--- config.mk ---
export PLATFORM = sky130hd
export DESIGN_NAME = timer_ctrl
export DESIGN_NICKNAME = d
export VERILOG_FILES = /design/src/rtl/timer_ctrl_pkg.sv /design/src/rtl/timer_tick_gen.sv /design/src/rtl/timer_ctrl.sv
export SDC_FILE = /design/constraint.sdc
export NUM_CORES = 1
export LEC_CHECK = 0
export ABC_CLOCK_PERIOD_IN_PS = 6000
export CAP_MARGIN = 20
export CORE_ASPECT_RATIO = 1.75
export CORE_MARGIN = 2
export CORE_UTILIZATION = 35
export CTS_CLUSTER_SIZE = 24
export DETAILED_ROUTE_END_ITERATION = 12
export PLACE_DENSITY_LB_ADDON = 0.3
export SLEW_MARGIN = 40
export SYNTH_ARGS = -nofsm -noshare
export SYNTH_HDL_FRONTEND = slang
export SYNTH_SLANG_ARGS = --single-unit
--- constraint.sdc ---
create_clock -name PCLK -period 6 [get_ports PCLK]
set_input_delay 0.9 -clock PCLK [delete_from_list [all_inputs] [get_ports PCLK]]
set_output_delay 0.9 -clock PCLK [all_outputs]
set_load 0.005 [all_outputs]
--- src/rtl/timer_ctrl_pkg.sv ---
// Shared definitions for the APB timer: register offsets, CTRL/STATUS bit positions, FSM states.
// Latency: n/a (definitions only).
// Backpressure: n/a.
package timer_ctrl_pkg;

  // Register byte offsets
  localparam logic [3:0] ADDR_CTRL   = 4'h0;
  localparam logic [3:0] ADDR_LOAD   = 4'h4;
  localparam logic [3:0] ADDR_COUNT  = 4'h8;
  localparam logic [3:0] ADDR_STATUS = 4'hC;

  // CTRL bit positions
  localparam int CTRL_EN        = 0;
  localparam int CTRL_AUTO      = 1;
  localparam int CTRL_SRC       = 2;
  localparam int CTRL_IE        = 3;
  localparam int CTRL_PRESC_LSB = 8;

  // STATUS bit positions
  localparam int STAT_PEND    = 0;
  localparam int STAT_RUNNING = 1;

  typedef enum logic [1:0] {
    ST_IDLE = 2'd0,
    ST_LOAD = 2'd1,
    ST_RUN  = 2'd2,
    ST_DONE = 2'd3
  } state_t;

endpackage

--- src/rtl/timer_tick_gen.sv ---
// Tick source for the timer: PRESC+1 divider of clk, or a synchronized ext_tick rising edge.
// Latency: prescaled tick is combinational from the divider state; ext_tick edges appear 2 clk after capture.
// Backpressure: none; ticks are dropped unless run is high.
//
// Ports: clk/rst (sync active-high), clr clears the divider, run enables counting,
// src selects ext_tick (only with TIMER_CTRL_EXT_TICK_EN), presc divider value,
// ext_tick asynchronous input, tick single-cycle output pulse.
// Macro TIMER_CTRL_EXT_TICK_EN: adds the ext_tick synchronizer/edge detector.
module timer_tick_gen #(
  parameter int PRESC_W = 8
) (
  input  logic               clk,
  input  logic               rst,
  input  logic               clr,
  input  logic               run,
  input  logic               src,
  input  logic [PRESC_W-1:0] presc,
  input  logic               ext_tick,
  output logic               tick
);

  logic [PRESC_W-1:0] presc_cnt;
  logic               presc_tick;
  logic               use_ext;
  logic               ext_edge;

`ifdef TIMER_CTRL_EXT_TICK_EN
  // [0],[1] form the synchronizer; [2] holds the previous synchronized value for edge detect.
  logic [2:0] ext_sync;

  always_ff @(posedge clk) begin
    if (rst) begin
      ext_sync <= '0;
    end else begin
      ext_sync <= {ext_sync[1:0], ext_tick};
    end
  end

  assign use_ext  = src;
  assign ext_edge = ext_sync[1] & ~ext_sync[2];
`else
  logic unused_ext;
  assign unused_ext = ext_tick ^ src;
  assign use_ext    = 1'b0;
  assign ext_edge   = 1'b0;
`endif

  assign presc_tick = (presc_cnt == presc);

  // Divider only advances while it is the selected source, so switching
  // back to PCLK resumes from where it stopped.
  always_ff @(posedge clk) begin
    if (rst || clr) begin
      presc_cnt <= '0;
    end else if (run && !use_ext) begin
      presc_cnt <= presc_tick ? '0 : presc_cnt + 1'b1;
    end
  end

  assign tick = run & (use_ext ? ext_edge : presc_tick);

endmodule

--- src/rtl/timer_ctrl.sv ---
// APB down-counting timer with one-shot/auto-reload modes and a registered level interrupt.
// Latency: zero-wait-state APB; interrupt follows PEND/IE by one PCLK.
// Backpressure: none; PREADY is tied high.
//
// Ports: PCLK, rst (sync active-high), APB slave (PSEL, PENABLE, PWRITE, PADDR,
// PWDATA, PRDATA, PREADY, PSLVERR), ext_tick (async count source), timer_interrupt.
// Macro TIMER_CTRL_EXT_TICK_EN: enables CTRL.SRC and the ext_tick path; otherwise SRC reads 0.
module timer_ctrl
  import timer_ctrl_pkg::*;
#(
  parameter int CNT_W   = 32,
  parameter int PRESC_W = 8
) (
  input  logic        PCLK,
  input  logic        rst,
  input  logic        PSEL,
  input  logic        PENABLE,
  input  logic        PWRITE,
  input  logic [3:0]  PADDR,
  input  logic [31:0] PWDATA,
  output logic [31:0] PRDATA,
  output logic        PREADY,
  output logic        PSLVERR,
  input  logic        ext_tick,
  output logic        timer_interrupt
);

  logic               access;
  logic               bus_err;
  logic               wr_ok;
  logic               wr_ctrl;
  logic               wr_load;
  logic               wr_status;
  logic               en_rise;

  logic               ctrl_en;
  logic               ctrl_auto;
  logic               ctrl_src;
  logic               ctrl_ie;
  logic [PRESC_W-1:0] ctrl_presc;
  logic [CNT_W-1:0]   load_q;
  logic [CNT_W-1:0]   count_q;
  logic [CNT_W-1:0]   count_nxt;
  logic               pend_q;
  logic               irq_q;

  state_t             state;
  state_t             state_nxt;
  logic               run;
  logic               tick;
  logic               expire;
  logic               running;
  logic [31:0]        rdata;

  // ---------------- APB decode ----------------
  assign access    = PSEL & PENABLE;
  assign bus_err   = (PADDR[1:0] != 2'b00) | (PWRITE & (PADDR == ADDR_COUNT));
  assign PSLVERR   = access & bus_err & ~rst;
  assign PREADY    = 1'b1;
  assign wr_ok     = access & PWRITE & ~bus_err;
  assign wr_ctrl   = wr_ok & (PADDR == ADDR_CTRL);
  assign wr_load   = wr_ok & (PADDR == ADDR_LOAD);
  assign wr_status = wr_ok & (PADDR == ADDR_STATUS);
  assign en_rise   = wr_ctrl & PWDATA[CTRL_EN] & ~ctrl_en;

  // Ticks are ignored in the single cycle between EN going low and RUN->IDLE,
  // so COUNT holds the value it had when software stopped the timer.
  assign run     = (state == ST_RUN) & ctrl_en;
  assign running = (state == ST_LOAD) | (state == ST_RUN);

  timer_tick_gen #(
    .PRESC_W (PRESC_W)
  ) u_tick_gen (
    .clk      (PCLK),
    .rst      (rst),
    .clr      (state == ST_LOAD),
    .run      (run),
    .src      (ctrl_src),
    .presc    (ctrl_presc),
    .ext_tick (ext_tick),
    .tick     (tick)
  );

  // ---------------- FSM ----------------
  always_ff @(posedge PCLK) begin
    if (rst) begin
      state <= ST_IDLE;
    end else begin
      state <= state_nxt;
    end
  end

  always_comb begin
    state_nxt = state;
    count_nxt = count_q;
    expire    = 1'b0;
    case (state)
      ST_IDLE, ST_DONE: begin
        if (en_rise) state_nxt = ST_LOAD;
      end
      ST_LOAD: begin
        state_nxt = ST_RUN;
        count_nxt = load_q;
      end
      ST_RUN: begin
        // en_rise here means EN was cleared last cycle and set again: restart.
        if (en_rise) begin
          state_nxt = ST_LOAD;
        end else if (!ctrl_en) begin
          state_nxt = ST_IDLE;
        end else if (tick) begin
          if (count_q == '0) begin
            expire = 1'b1;
            if (ctrl_auto) count_nxt = load_q;
            else           state_nxt = ST_DONE;
          end else begin
            count_nxt = count_q - 1'b1;
          end
        end
      end
      default: state_nxt = ST_IDLE;
    endcase
  end

  // ---------------- Registers ----------------
  always_ff @(posedge PCLK) begin
    if (rst) begin
      ctrl_en    <= 1'b0;
      ctrl_auto  <= 1'b0;
      ctrl_ie    <= 1'b0;
      ctrl_presc <= '0;
      load_q     <= '0;
      count_q    <= '0;
      pend_q     <= 1'b0;
      irq_q      <= 1'b0;
    end else begin
      count_q <= count_nxt;
      if (wr_ctrl) begin
        ctrl_en    <= PWDATA[CTRL_EN];
        ctrl_auto  <= PWDATA[CTRL_AUTO];
        ctrl_ie    <= PWDATA[CTRL_IE];
        ctrl_presc <= PWDATA[CTRL_PRESC_LSB +: PRESC_W];
      end
      // One-shot expiry clears EN even over a same-cycle software write.
      if (expire && !ctrl_auto) ctrl_en <= 1'b0;
      if (wr_load) load_q <= PWDATA[CNT_W-1:0];
      // Expiry wins over a simultaneous W1C so no event is lost.
      pend_q <= (pend_q & ~(wr_status & PWDATA[STAT_PEND])) | expire;
      irq_q  <= pend_q & ctrl_ie;
    end
  end

`ifdef TIMER_CTRL_EXT_TICK_EN
  always_ff @(posedge PCLK) begin
    if (rst) begin
      ctrl_src <= 1'b0;
    end else if (wr_ctrl) begin
      ctrl_src <= PWDATA[CTRL_SRC];
    end
  end
`else
  assign ctrl_src = 1'b0;
`endif

  assign timer_interrupt = irq_q;

  // ---------------- Read mux ----------------
  always_comb begin
    rdata = '0;
    case (PADDR)
      ADDR_CTRL: begin
        rdata[CTRL_EN]                        = ctrl_en;
        rdata[CTRL_AUTO]                      = ctrl_auto;
        rdata[CTRL_SRC]                       = ctrl_src;
        rdata[CTRL_IE]                        = ctrl_ie;
        rdata[CTRL_PRESC_LSB +: PRESC_W]      = ctrl_presc;
      end
      ADDR_LOAD:   rdata[CNT_W-1:0] = load_q;
      ADDR_COUNT:  rdata[CNT_W-1:0] = count_q;
      ADDR_STATUS: begin
        rdata[STAT_PEND]    = pend_q;
        rdata[STAT_RUNNING] = running;
      end
      default:     rdata = '0;
    endcase
  end

  assign PRDATA = (access & ~PWRITE) ? rdata : '0;

endmodule

==> impl_results.md <==
* Fillers at 1411
* Power Density at 222 nW/um2
* Cell family with most CP delay: buffers and inverters
* R2R setup slack at 2.54 ns
* Final hold viol count at 0
* Min-Delay Path Depth at 2
* Drt initial violations at 335
* Global-route wire length before repair at between 20 and 25 mm
* Syn nets at 716
* CTS tree: built
* Die Area at 15100 um2
* Cell-internal power at 983 uW
* GR Overflow Total at 0
* Combinational Power Share at between 10 and 15%
* Buf+Inv Stages, Crit Path at 4
* Synth Register Bits at slightly below 90
* Sw power at approximately 380 uW
* Post-route ant nets at 0
* Initial antenna violation count at 0
* Critical path, cell by cell: clkdlybuf4s50_1, nor2b_1, buf_4, nor3b_2, buf_4, a22oi_1, nor2_1, clkdlybuf4s50_1
* Worst path max stage delay at 0.90 ns
* Sink Count at 87
* Hold endpoint: timer_interrupt
* DP Wirelength at 10.8 mm
* Post-CTS Hold Buffers at 0
* DRC at 0
* Final min period at approximately 4.4 ns
* Distinct cells, synth at between 50 and 60
* Largest net degree at the start of global routing at 51
* Clock Pin Slew Worst Setup and Hold Paths at ~0.070 ns
* CTS H-tree lvls at 3
* Tightest Hold Check Type: flip-flop to flip-flop
* Arrival time worst endpoint at between 3 and 4 ns
* Routed wire length at approximately 15 mm
* I/O pin count at between 70 and 80
* Final setup TNS at 0 ns
* PnR worst setup slack at between 1.5 and 2 ns
* Final Setup Violations at 0
* Per-cell routed wire length at roughly 17 um
* Clock power frac at 42.7%
* Async set or reset register ratio after synthesis at 0%
* Post-CTS sizing at 0
* Routed via count at between 5000 and 6000
* Port Buf Inserts at 74
* Max-Cap Viols at 0
* Crit start category: input pin
* Vias/cell at around 5.6
* Critical path peak fanout at 22
* Vias in the first global route at roughly 5000
* Rows at 57
* Most common flop cell mapped by yosys: dfxtp_1
* Hold Path Origin: ctrl_ie
* All-layer global routing usage at between 10% and 20%
* Register area share after synthesis at 35.2%
* Most frequent cells after synthesis: nand2_1, a21oi_1, dfxtp_1
* Critical Path Sink Type: output pin
* Final #Nets at ~760
* Fin. max-slew vios at 0
* Final period util at between 70% and 80%
* Fmax at approximately 230 MHz
* Pleak at approximately 2.1 nW
* Worst-case reg-to-reg path depth at 7
* Die Wd at 93.8 um
* RSZ-0062 raised after global routing: no
* Num CTS Buffers at 9
* Post-CTS Setup Bufs at 0
* ANT cells at 0
* Most frequent cell after synthesis: nand2_1
* Clk buf depth at 2
* Synth Warn # at 0
* CP required at 5.10 ns
* Die height at 161 um
* CTS root buf: clkbuf_16
* DP Worst Slack at 1.52 ns
* Sw Share at between 20 and 30%
* CP max-delay cell: clkdlybuf4s50_1
* Area grow syn2layout at 23.8%
* Largest cells by area after synthesis: dfxtp_1, a21oi_1, nand2_1
* Measured slew at the worst slew-check pin at about 0.7 ns
* Total power at 1.36 mW
* Headroom to the max-slew limit at about half
* EDFF count, synth at 0
* Seq pwr share at 43.0%
* Synth Area per Inst at about 7.4 um2
* Layout cells sized above 1 at about 7.5%
* Critical path class: input pin to output pin
* Synth top area share at a little over a third
* Cells after synthesis at around 670
* Core ar. at around 14000 um2
* Reg2reg start: count_q[20]
* R2R Path End: count_q[13]
* Clock Latency Late Sink at between 0.3 and 0.4 ns
* Post-Syn Area at 4940 um2
* Synth area leader: dfxtp_1
* RePlAce Congestion at between 0.8 and 0.9
* Pre-antenna DRT Iters at 5
* VDD IR max at about 120 uV
* Fin Clk Skew at around 0.0077 ns
* Starting Density at 35.7%
* Status: complete, no violations
[flip-flops by register name (all words and copies together), names as in the netlist]
signal	cells
count_q	32
ctrl_auto	1
ctrl_en	1
ctrl_ie	1
ctrl_presc	8
load_q	32
pend_q	1
state	2
timer_interrupt	1
u_tick_gen.presc_cnt	8
[power groups by stage]
stage | Clock [mW] | Combinational [mW] | Sequential, mW
2_1_floorplan | 0 | 0.121 | 0.597
3_3_place_gp | 0 | 0.171 | 0.597
3_5_place_dp | 0 | 0.191 | 0.598
4_1_cts | 0.592 | 0.192 | 0.585
5_1_grt | 0.613 | 0.209 | 0.585
6_report | 0.581 | 0.194 | 0.585
[routing by layer]
layer  GRT usage (%)  up-vias  part of all wire, %
met5               0        -                    0
met1            22.0     2344                   39
met4            8.23        0                  2.2
met2            37.1      171                   54
li1                -     2458                    -
met3            2.89       29                  4.4
[worst register-to-register path, delay by kind of cell (launching register included)]
| family | cells | cell delay, ns |
|---|---|---|
| simple gates | 3 | 1.92 |
| compound gates | 3 | 0.80 |
| flops | 1 | 0.41 |
| buf+inv | 1 | 0.23 |
[cell usage in the layout (no fill, tap or decap), types with 4 or more instances in the layout]
| cell | Yosys | final |
|---|---|---|
| and2_1 | 14 | 14 |
| o21ai_0 | 18 | 18 |
| mux2_2 | 4 | 4 |
| dfxtp_1 | 87 | 87 |
| buf_4 | 1 | 12 |
| a31oi_1 | 4 | 4 |
| ha_1 | 5 | 5 |
| nand4_1 | 9 | 9 |
| a211oi_1 | 4 | 4 |
| or3_1 | 5 | 5 |
| a21oi_1 | 88 | 88 |
| clkbuf_16 | 0 | 9 |
| clkdlybuf4s50_1 | 0 | 72 |
| mux2i_1 | 19 | 19 |
| nand2_1 | 95 | 95 |
| a22oi_1 | 21 | 21 |
| xnor2_1 | 10 | 10 |
| inv_1 | 11 | 11 |
| or4_1 | 4 | 4 |
| xor2_1 | 6 | 6 |
| nor3_1 | 23 | 23 |
| nand3_1 | 15 | 15 |
| or2_2 | 5 | 5 |
| o32ai_1 | 7 | 7 |
| nor2b_1 | 5 | 5 |
| o21ai_1 | 19 | 19 |
| nor2_1 | 85 | 85 |
| nor4_1 | 12 | 12 |
[kinds of logic (layout without fill, tap and decap cells)]
family	after synthesis	count (layout)	share of synthesized area, %
AND/OR/NAND/NOR	291	291	27.5
AO/OA/AOI/OAI	182	182	22.3
adder cells (fa/ha/maj)	5	5	1.27
multiplexers	24	24	5.22
buffers and inverters	63	115	5.54
XOR/XNOR	16	16	2.84
flip-flops	87	87	35.2
other	1	1	0.0759
[worst max path at each step]
| stage | depth (start not counted) | from | endpoint | slack [ns] |
|---|---|---|---|---|
| 2_1_floorplan | 6 | PADDR[3] | PRDATA[16] | 2.90 |
| 3_3_place_gp | 7 | PADDR[3] | PRDATA[7] | 1.54 |
| 3_5_place_dp | 7 | PADDR[3] | PRDATA[7] | 1.52 |
| 4_1_cts | 7 | PADDR[3] | PRDATA[7] | 1.52 |
| 6_report | 8 | PADDR[2] | PRDATA[7] | 1.61 |
| 5_1_grt | 8 | PADDR[2] | PRDATA[7] | 1.44 |
[through the flow]
step	util, %	std cells	area, um2	hold WS (ns)
after global routing	44.2	898	6120	0.486
after CTS	44.2	898	6120	0.467
after floorplan	-	669	4940	0.422
after detailed placement	42.0	882	5820	0.452
final	44.2	898	6120	0.463
after global placement	41.7	879	5770	0.451
[final cells by class]
type | instances | area, um2 | area share, %
repair buffers | 88 | 860 | 14.0
clock inverters | 7 | 80.1 | 1.31
well taps | 177 | 221 | 3.62
multi-input cells | 519 | 2950 | 48.2
clock buffers | 9 | 225 | 3.68
inverters | 11 | 41.3 | 0.675
flip-flops and latches | 87 | 1740 | 28.5
No activity file was read; power rests on OpenSTA's default activity.
